**config.mk**
```make
export PLATFORM = sky130hd
export DESIGN_NAME = trap_sequencer
export DESIGN_NICKNAME = d
export VERILOG_FILES = /design/src/rtl/trap_sequencer.sv
export SDC_FILE = /design/constraint.sdc
export NUM_CORES = 1
export LEC_CHECK = 0
export ABC_CLOCK_PERIOD_IN_PS = 2200
export CORE_AREA = 2 2 222 224
export DETAILED_ROUTE_END_ITERATION = 7
export DIE_AREA = 0 0 224 226
export HOLD_SLACK_MARGIN = 0.1
export PLACE_DENSITY_LB_ADDON = 0.3
export SYNTH_ARGS = -nofsm -noshare
export SYNTH_HDL_FRONTEND = slang
export SYNTH_SLANG_ARGS = --single-unit
```
**constraint.sdc**
```tcl
create_clock -name clk -period 2.2 [get_ports clk]
set_input_delay 0.44 -clock clk [delete_from_list [all_inputs] [get_ports clk]]
set_output_delay 0.44 -clock clk [all_outputs]
set_load 0.02 [all_outputs]
```
**src/rtl/trap_sequencer.sv**
```systemverilog
`default_nettype none
// +----------------------------------------------------------------------+
// | trap_sequencer: picks the oldest exception/interrupt, drains the      |
// | pipeline, pulses trap_req, writes the trap CSRs and redirects fetch.  |
// | Optional interrupt path: define HARVOS_TRAP_IRQ_EN.                   |
// | Revision: 1.0                                                         |
// +----------------------------------------------------------------------+
module trap_sequencer #(
  parameter int NSRC = 4,
  parameter int XLEN = 32
) (
  input  logic                 clk,
  input  logic                 rst,
  input  logic [NSRC-1:0]      exc_valid,
  input  logic [5*NSRC-1:0]    exc_cause,
  input  logic [XLEN*NSRC-1:0] exc_tval,
  input  logic [XLEN*NSRC-1:0] exc_pc,
  input  logic                 irq_pending,
  input  logic [4:0]           irq_cause,
  input  logic [XLEN-1:0]      irq_pc,
  input  logic [XLEN-1:0]      sstatus_q,
  input  logic                 priv_s,
  output logic                 flush_req,
  input  logic                 flush_ack,
  output logic                 trap_req,
  output logic [4:0]           trap_scause,
  output logic [XLEN-1:0]      trap_stval,
  output logic [XLEN-1:0]      cur_pc,
  input  logic [XLEN-1:0]      trap_target_pc,
  input  logic [XLEN-1:0]      sepc_to_write,
  output logic                 csr_we,
  output logic [11:0]          csr_addr,
  output logic [XLEN-1:0]      csr_wdata,
  output logic                 redirect_valid,
  output logic [XLEN-1:0]      redirect_pc,
  output logic                 trap_busy
);

  localparam logic [2:0] S_IDLE       = 3'd0;
  localparam logic [2:0] S_FLUSH      = 3'd1;
  localparam logic [2:0] S_TRAP       = 3'd2;
  localparam logic [2:0] S_WR_SEPC    = 3'd3;
  localparam logic [2:0] S_WR_SCAUSE  = 3'd4;
  localparam logic [2:0] S_WR_STVAL   = 3'd5;
  localparam logic [2:0] S_WR_SSTATUS = 3'd6;
  localparam logic [2:0] S_REDIRECT   = 3'd7;

  logic [2:0]      state_q, state_d;
  logic [4:0]      cause_q, cause_d;
  logic [XLEN-1:0] tval_q, tval_d;
  logic [XLEN-1:0] pc_q, pc_d;
  logic [XLEN-1:0] tgt_q, tgt_d;
  logic [XLEN-1:0] sepc_q, sepc_d;
  logic            is_irq_q, is_irq_d;
  logic [XLEN-1:0] sstatus_new;

`ifdef HARVOS_TRAP_IRQ_EN
  logic irq_take;
  assign irq_take = irq_pending && (!priv_s || sstatus_q[1]);
`else
  logic unused_irq;
  assign unused_irq = ^{irq_pending, irq_cause, irq_pc};
`endif

  always_comb begin
    sstatus_new    = sstatus_q;
    sstatus_new[5] = sstatus_q[1];
    sstatus_new[1] = 1'b0;
    sstatus_new[8] = priv_s;
  end

  always_comb begin
    state_d  = state_q;
    cause_d  = cause_q;
    tval_d   = tval_q;
    pc_d     = pc_q;
    tgt_d    = tgt_q;
    sepc_d   = sepc_q;
    is_irq_d = is_irq_q;
    case (state_q)
      S_IDLE: begin
        if (|exc_valid) begin
          // Ascending scan: the last (highest-index, oldest) set source wins.
          for (int i = 0; i < NSRC; i++) begin
            if (exc_valid[i]) begin
              cause_d = exc_cause[5*i +: 5];
              tval_d  = exc_tval[XLEN*i +: XLEN];
              pc_d    = exc_pc[XLEN*i +: XLEN];
            end
          end
          is_irq_d = 1'b0;
          state_d  = S_FLUSH;
        end
`ifdef HARVOS_TRAP_IRQ_EN
        else if (irq_take) begin
          cause_d  = irq_cause;
          tval_d   = '0;
          pc_d     = irq_pc;
          is_irq_d = 1'b1;
          state_d  = S_FLUSH;
        end
`endif
      end
      S_FLUSH:      if (flush_ack) state_d = S_TRAP;
      S_TRAP: begin
        tgt_d   = trap_target_pc;
        sepc_d  = sepc_to_write;
        state_d = S_WR_SEPC;
      end
      S_WR_SEPC:    state_d = S_WR_SCAUSE;
      S_WR_SCAUSE:  state_d = S_WR_STVAL;
      S_WR_STVAL:   state_d = S_WR_SSTATUS;
      S_WR_SSTATUS: state_d = S_REDIRECT;
      default:      state_d = S_IDLE;
    endcase
  end

  always_ff @(posedge clk) begin
    if (rst) begin
      state_q  <= S_IDLE;
      cause_q  <= '0;
      tval_q   <= '0;
      pc_q     <= '0;
      tgt_q    <= '0;
      sepc_q   <= '0;
      is_irq_q <= 1'b0;
    end else begin
      state_q  <= state_d;
      cause_q  <= cause_d;
      tval_q   <= tval_d;
      pc_q     <= pc_d;
      tgt_q    <= tgt_d;
      sepc_q   <= sepc_d;
      is_irq_q <= is_irq_d;
    end
  end

  // All outputs decode from the state flop, so they are zero in IDLE and after reset.
  always_comb begin
    flush_req      = (state_q == S_FLUSH);
    trap_req       = (state_q == S_TRAP);
    trap_scause    = '0;
    trap_stval     = '0;
    cur_pc         = '0;
    csr_we         = 1'b0;
    csr_addr       = '0;
    csr_wdata      = '0;
    redirect_valid = (state_q == S_REDIRECT);
    redirect_pc    = '0;
    trap_busy      = (state_q != S_IDLE);
    case (state_q)
      S_TRAP: begin
        trap_scause = cause_q;
        trap_stval  = tval_q;
        cur_pc      = pc_q;
      end
      S_WR_SEPC: begin
        csr_we    = 1'b1;
        csr_addr  = 12'h141;
        csr_wdata = sepc_q;
      end
      S_WR_SCAUSE: begin
        csr_we    = 1'b1;
        csr_addr  = 12'h142;
        csr_wdata = {is_irq_q, {(XLEN-6){1'b0}}, cause_q};
      end
      S_WR_STVAL: begin
        csr_we    = 1'b1;
        csr_addr  = 12'h143;
        csr_wdata = tval_q;
      end
      S_WR_SSTATUS: begin
        csr_we    = 1'b1;
        csr_addr  = 12'h100;
        csr_wdata = sstatus_new;
      end
      S_REDIRECT:   redirect_pc = tgt_q;
      default:      ;
    endcase
  end

endmodule
`default_nettype wire
```
# [Yosys cells after proc, flatten, opt, wreduce, memory -nomap -nowiden]
# Index checks and enable logic that the tools add are counted.
[classes] addsub=0 n_mul=0 n_div=0 n_lt_le_gt_ge=0 eq_ne=9 shift=0 n_mux=22 bitwise=0 n_reduce_logical=7
[ops] operator="$mux W32" n=11
[ops] operator="$pmux W32 S4" n=1
[ops] operator="$pmux W9 S4" n=1
[ops] operator="$mux W5" n=5
[ops] operator="$pmux W3 S7" n=1
[ops] operator="$eq A3 B3 Y1 const B" n=4
[ops] operator="$reduce_or A4 Y1" n=2
[ops] operator="$eq A3 B2 Y1 const B" n=2
[ops] operator="$mux W3" n=2
[ops] operator="$reduce_bool A4 Y1" n=1
[ops] operator="$eq A3 B1 Y1 const B" n=1
[ops] operator="$logic_not A3 Y1" n=1
[ops] operator="$reduce_and A3 Y1" n=1
[ops] operator="$reduce_bool A3 Y1" n=1
[ops] operator="$ne A2 B1 Y1 const B" n=1
[ops] operator="$ne A2 B2 Y1 const B" n=1
[ops] operator="$reduce_and A2 Y1" n=1
[ops] operator="$mux W1" n=1
[word_totals] reg_bits=136 latch_bits=0 ramBits=0 romBits=0 inputBits=418 output_inout_bits=150 elab_cells=44 mem_count=0

# [Logic depth before layout (Yosys ltp)]
# Gate-level depths: netlist of the first run.
[logic_depth] depth_word=4 mapped_depth=8 mapped_depth_nobuf=4

# [Worst setup path before layout of the first run]
# Ideal clock, no wire load.
[synth_timing] path_kind="flip-flop to output port" from="reg state_q[1]" to="out csr_wdata[0]" arrival_ns=1.651 required_time_ns=1.760 setup_slack_ns=0.109 path_stages_with_launch=6 n_path_buf=2 cell_sequence="dfxtp_1 buf_1 nand2_1 nor2_1 clkbuf_1 a22o_1"
[synth_between] elab_chain_cells=2 elab_cells_between_ends=5 cone_classes="4 x eq/ne; 1 x mux"
[synth_lines] element="start: declaration" line="48" rtl="logic [2:0] state_q, state_d;"
[synth_lines] element="start signal: assignment" line="128" rtl="state_q <= state_d;"
[synth_lines] element="$eq A3 B3 Y1 or $eq A3 B2 Y1 (tied branches)" line="151" rtl="case (state_q)"
[synth_lines] element="$pmux W32 S4 *" line="151"
[synth_lines] element="end: declaration" line="33" rtl="output logic [XLEN-1:0] csr_wdata,"
# Mark *: on every way between the ends. The rest lies on a longest branch, timed or not.

# [Worst setup path in the final report of the first run]
[layout_timing] from="reg state_q[0]" to="out csr_wdata[23]"
# Same word-level chain as after synthesis.

==> results of run 1 <==
[area by class of cell]
class,instances,area share (%)
sequential,136,16.5
multi-input combinational,670,30.1
antenna,1,0.0151
clock inverter,11,1.32
timing repair buffer,664,44.3
inverter,5,0.159
clock buffer,20,2.82
tap,622,4.71
[power groups by stage]
stage          Clock (mW)  Sequential [mW]  Combinational, mW
5_1_grt              3.66             2.93               2.82
2_1_floorplan           0             2.82              0.967
4_1_cts              3.59             2.90               2.50
6_report             3.46             2.91               2.63
3_3_place_gp            0             2.93               2.18
3_5_place_dp            0             2.94               2.19
[kinds of logic after synthesis]
logic type | after synthesis | synth area share [%]
buf+inv | 123 | 6.77
flops | 136 | 35.1
mux | 74 | 10.7
xor+xnor | 1 | 0.113
simple gates | 247 | 15.7
compound gates | 340 | 31.6
other cells | 1 | 0.0483
[per-stage QoR]
stage	TNS [ns]	cells
finish	-17.04	2129
global route	-27.37	2128
CTS	-26.06	2105
detailed placement	-22.46	2025
global placement	-20.73	2025
floorplan	0	929
[repair_timing]
action / 4_1_cts / 5_1_grt
hold buffers: 0 / 0
hold endpoints to repair: 0 / 0
setup endpoints to repair: 142 / 143
resized for setup: 832 / 214
pin swaps: 19 / 79
buffers inserted: 36 / 21
cloned: 14 / 7
[worst max-delay path by stage]
| stage | from | endpoint | slack [ns] |
|---|---|---|---|
| finish | state_q[0]$_SDFFE_PP0P_ | csr_wdata[23] | -0.27 |
| global route | state_q[0]$_SDFFE_PP0P_ | csr_wdata[23] | -0.34 |
| CTS | state_q[0]$_SDFFE_PP0P_ | cur_pc[11] | -0.33 |
| detailed placement | exc_valid[2] | tval_q[19]$_SDFFE_PP0P_ | -0.22 |
| global placement | state_q[2]$_SDFFE_PP0P_ | trap_stval[25] | -0.22 |
| floorplan | state_q[1]$_SDFFE_PP0P_ | csr_wdata[0] | 0.11 |
[sequential cells by signal, indices dropped and copies added, names as in the netlist]
| name | count |
|---|---|
| state_q | 3 |
| cause_q | 5 |
| sepc_q | 32 |
| pc_q | 32 |
| tval_q | 32 |
| tgt_q | 32 |
[layer usage]
metal | global-route usage (%) | share of wire, %
met1 | 20.2 | 41
met4 | 7.66 | 3.1
met3 | 4.75 | 6.7
met5 | 0 | 0
met2 | 28.6 | 49
[worst register-to-register path: stages (launching register included)]
cell	delay (ns)
dfxtp_2	0.32
buf_6	0.12
buf_6	0.11
buf_6	0.12
buf_4	0.13
clkbuf_16	0.14
nor3_4	0.12
buf_4	0.15
buf_12	0.17
and2_4	0.24
clkbuf_16	0.22
a211oi_1	0.10
[placed cells by master, fill, tap and decap left out, types with 4 or more instances in the layout]
cell             count
a211oi_1            67
a21oi_1            136
a222oi_1            68
a22o_1              58
and2_4             101
buf_12              32
buf_16              11
buf_4               65
buf_6              166
buf_8                4
bufinv_16            6
clkbuf_16           24
clkdlybuf4s50_1    374
conb_1               8
dfxtp_1            133
inv_1                4
mux2_2              69
nand2_1            129
==> impl_metrics.json, run 1 <==
{
  "fp.dieH_um": 226,
  "combPwrFrac_pct": 29.2,
  "crit_buf_inv": 5,
  "rrSetupSlack_ns": 0.12,
  "period_minus_slack_ns": 2.47,
  "final_cell_area_um2": 16500,
  "powerDensity_nw_per_um2": 544,
  "crit_slowest_cell": "dfxtp_2",
  "rows": 81,
  "placed_cell_area_um2": 14100,
  "grt_overflow": 0,
  "yosys_register_bits": 136,
  "synth_most_common_cell": "a21oi_1",
  "pwr-share-seq_pct": 32.3,
  "violations": "DRC, setup timing",
  "synthArstFlopShare_pct": 0,
  "grt_pass1_vias": 9867,
  "period_share_pct": 112,
  "vias_per_cell": 4.55,
  "clk_path_buf_depth": 2,
  "hold_ws_ns": 0.446,
  "start_util_pct": 16.1,
  "drive_gt1_share_pct": 34.4,
  "synthTopCellsByCount": "a21oi_1 (137), dfxtp_1 (136), nand2_1 (130), and2_1 (102), clkbuf_1 (90)",
  "grt_antenna_before_repair": 1,
  "fill_cells": 4934,
  "cts_root_buffer": "clkbuf_16",
  "clock_latency_ns": 0.48,
  "total_power_mw": 8.99,
  "synth_area_per_cell_um2": 8.42,
  "yosys.area.top_type": "dfxtp_1",
  "finish.net_count": 1912,
  "dr.first_iter.drc_count": 596,
  "crit_chain": "buf_6 > nor2b_4 > buf_12 > buf_16 > buf_6 > a22o_1 > a22o_1 > buf_6",
  "hold_depth": 2,
  "synth_cells": 922,
  "ant_nets": 0,
  "clock_skew_ns": 0.00649,
  "setup_slack_ns": -0.271,
  "setup_viol": 124,
  "grtUsageTotal_pct": 17.0,
  "critPathMaxStageDelay_ns": 0.33,
  "hold_class": "primary input to flip-flop",
  "pre_cts_ws_ns": -0.218,
  "path_clk_slew_ns": 0.06,
  "crit_family": "buffers and inverters",
  "ys_seq_area_share_pct": 35.1,
  "wl_per_cell_um": 21.4,
  "cts_tree": "built",
  "drt-total-wl_mm": 45.5,
  "r2r-end": "tval_q[16]$_SDFFE_PP0P_",
  "switching_share_pct": 28.4,
  "synth-edff-count": 0,
  "cap_violations": 0,
  "grt_pass1_wl_mm": 62.6,
  "hold_path_startpoint": "rst",
  "gp_congestion": 0.839,
  "hpwl_mm": 30.8,
  "io_pins": 568,
  "die_w_um": 224,
  "final-hold-violation-count": 0,
  "grt_max_degree": 65,
  "num_vias": 9691,
  "worst_slew_pin_slew_ns": 0.757,
  "slew_violations": 0,
  "p_sw_mw": 2.56,
  "required_ns": 1.76,
  "vdd_drop_max_v": 0.000559,
  "multi_input_area_um2": 4980,
  "p_clk_share_pct": 38.4,
  "coreArea_um2": 48300,
  "area_delta_synth_final_pct": 113,
  "status": "finished, violations left",
  "arrival_ns": 2.03,
  "clock_sinks": 136,
  "power.static_leakage_nw": 6.37,
  "first_pass_iters": 8,
  "critPathLaunchType": "flip-flop",
  "slew_headroom_pct": 49.5,
  "netlist_area_um2": 7760,
  "worstPathMaxFanout": 6,
  "path_class": "flip-flop to output pin",
  "postLayoutCoreUtil_pct": 34.2,
  "end_kind": "output pin",
  "synth_warnings": 0,
  "hold_end": "sepc_q[24]$_SDFFE_PP0N_",
  "synth_ff_type": "dfxtp_1",
  "crit-reg2reg-launch": "state_q[1]$_SDFFE_PP0P_",
  "crit_cells": 8,
  "h-tree-depth": 4,
  "synth_top_area_share_pct": 35.1,
  "intPower_mw": 6.44,
  "die_area_um2": 50600,
  "synth_area_leaders": "dfxtp_1 (35%), mux2_2 (10%), a21oi_1 (8.8%)",
  "port-buffer-count": 519,
  "drc": 1,
  "cpMostUsedCell": "buf_6",
  "cts_buffers": 17,
  "seq_area_um2": 2730,
  "rsz0062_at_grt": "yes",
  "reg2reg_depth": 11,
  "fmax_mhz": 405,
  "ys_types": 29
}
No activity file was read; power rests on OpenSTA's default activity.
==> run 2: changes to the inputs <==
SETUP_SLACK_MARGIN = 0.3   (was unset)
==> run 2 against run 1 <==
Net effect: the flow still finishes with violations (DRC, setup timing); wire length down 0.89%; largest cell class unchanged; global-route usage down 0.35 points; die area unchanged; total power down 5.2%; clock-buffer cell count unchanged; fmax up 2.0%; cell count down 1.3%; sequential share of layout area up 0.62 points; via count down 0.45%; critical path type unchanged; largest power group unchanged; sequential cell count unchanged.
==> impl_metrics.json, run 2 (synthesis results as in run 1) <==
{
  "period_minus_slack_ns": 2.42,
  "setup_viol": 127,
  "port-buffer-count": 519,
  "cts_root_buffer": "clkbuf_16",
  "hold_ws_ns": 0.402,
  "critPathLaunch": "state_q[2]$_SDFFE_PP0P_",
  "fmax_mhz": 413,
  "grt_pass1_vias": 9551,
  "path_clk_slew_ns": 0.07,
  "clock_latency_ns": 0.45,
  "power.static_leakage_nw": 6.01,
  "violations": "DRC, setup timing",
  "final_common_cell": "clkdlybuf4s50_1",
  "num_antenna_cells": 0,
  "critPathLaunchType": "flip-flop",
  "fp.dieH_um": 226,
  "status": "finished, violations left",
  "drt-total-wl_mm": 45.1,
  "hold_class": "primary input to flip-flop",
  "slew_violations": 0,
  "final-hold-violation-count": 0,
  "rsz0062_at_grt": "yes",
  "worst_slew_pin_slew_ns": 0.746,
  "hold_path_startpoint": "rst",
  "crit_chain": "or3b_4 > inv_12 > buf_6 > buf_12 > buf_16 > and2_4 > buf_6",
  "grt_antenna_before_repair": 3,
  "end_kind": "output pin",
  "start_util_pct": 16.1,
  "path_class": "flip-flop to output pin",
  "grt_pass1_wl_mm": 61.9,
  "period_share_pct": 110,
  "critPathMaxStageDelay_ns": 0.47,
  "setup_slack_ns": -0.223,
  "clock_sinks": 136,
  "powerDensity_nw_per_um2": 535,
  "slew_headroom_pct": 50.3,
  "arrival_ns": 1.98,
  "ant_nets": 0,
  "crit_slowest_cell": "or3b_4",
  "first_pass_iters": 8,
  "gp_congestion": 0.830,
  "crit-reg2reg-launch": "state_q[0]$_SDFFE_PP0P_",
  "drive_gt1_share_pct": 30.1,
  "clock_skew_ns": 0.0138,
  "hpwl_mm": 30.8,
  "mostFrequentLayoutCells": "clkdlybuf4s50_1 (374), a21oi_1 (136), dfxtp_1 (133)",
  "drc": 6,
  "wl_per_cell_um": 21.5,
  "rows": 81,
  "worstPathMaxFanout": 5,
  "clk_path_buf_depth": 2,
  "vias_per_cell": 4.59,
  "area_delta_synth_final_pct": 105,
  "finish.net_count": 1884,
  "grt_max_degree": 76,
  "coreArea_um2": 48300,
  "cts_buffers": 17,
  "h-tree-depth": 4,
  "io_pins": 568,
  "vdd_drop_max_v": 0.000490,
  "num_vias": 9647,
  "die_area_um2": 50600,
  "final_cell_count_no_fill": 2101,
  "grtUsageTotal_pct": 16.7,
  "required_ns": 1.76,
  "dp.cells": 2019,
  "grt_overflow": 0,
  "cap_violations": 0,
  "cts_tree": "built",
  "dr.first_iter.drc_count": 692,
  "cpMostUsedCell": "buf_6",
  "die_w_um": 224
}
==> run 2: cell count changes in the layout (fill, tap and decap cells not counted), moves of 3 or more <==
| cell | change |
|---|---|
| buf_12 | -7 |
| and2_1 | +46 |
| buf_2 | +8 |
| clkinv_2 | +4 |
| buf_6 | -67 |
| clkbuf_2 | +7 |
| and2_4 | -46 |
| bufinv_16 | -3 |
| clkdlybuf4s15_2 | +27 |
| o2bb2ai_4 | +3 |
==> run 2: repair_timing <==
item / 4_1_cts / 5_1_grt
cloned: 14 / 5
setup buffers: 20 / 11
endpoints found under the setup margin: 186 / 266
pin swaps: 10 / 37
resized for setup: 717 / 128
hold buffers: 0 / 0
==> run 2: critical path: cells and delay by family (launching register included) <==
kind                   cells  cell delay [ns]
DFF                        1             0.33
and+or+nand+nor            2             0.62
buffers and inverters      5             0.57
==> run 2: final cells by class <==
cell class,count,area (um2)
Clock inverter,12,148
Clock buffer,20,457
Tap cell,622,778
Multi-Input combinational cell,670,4910
Fill cell,5029,32400
Sequential cell,136,2730
Timing Repair Buffer,635,6860
Inverter,5,31.3
Timing Repair inverter,1,11.3
==> run 2: metal layers <==
metal | track usage, % | vias to the layer above | share of wire, %
li1 | - | 4548 | -
met1 | 20.4 | 4606 | 42
met2 | 27.5 | 434 | 47
met3 | 4.37 | 55 | 6.8
met4 | 7.35 | 4 | 3.1
met5 | 0 | - | 0.060
==> run 2: final timing paths <==
path | depth (start not counted) | end | slack, ns
worst max-delay path | 7 | trap_stval[6] | -0.22
worst min-delay path | 2 | pc_q[26]$_SDFFE_PP0P_ | 0.40
worst max register to register | 7 | tval_q[23]$_SDFFE_PP0P_ | 0.24
worst min register to register | 2 | tgt_q[15]$_SDFFE_PP0N_ | 0.45
==> run 2: per-stage QoR <==
| stage | setup WS [ns] | TNS (ns) | total power [mW] | cell area (um2) | utilization (%) |
|---|---|---|---|---|---|
| detailed placement | -0.251 | -13.99 | 5.13 | 14000 | 29.0 |
| finish | -0.223 | -13.41 | 8.52 | 15900 | 32.9 |
| floorplan | 0.261 | 0 | 3.80 | 7830 | - |
| CTS | -0.307 | -25.06 | 8.54 | 15400 | 31.9 |
| global placement | -0.255 | -13.39 | 5.11 | 14000 | 29.0 |
| global route | -0.307 | -25.23 | 8.95 | 15900 | 32.9 |
==> run 2: where the power goes <==
group / total, mW / switching, mW / internal (mW)
logic: 2.56 / 1.07 / 1.48
registers: 2.91 / 0.226 / 2.69
clock network: 3.05 / 1.22 / 1.84
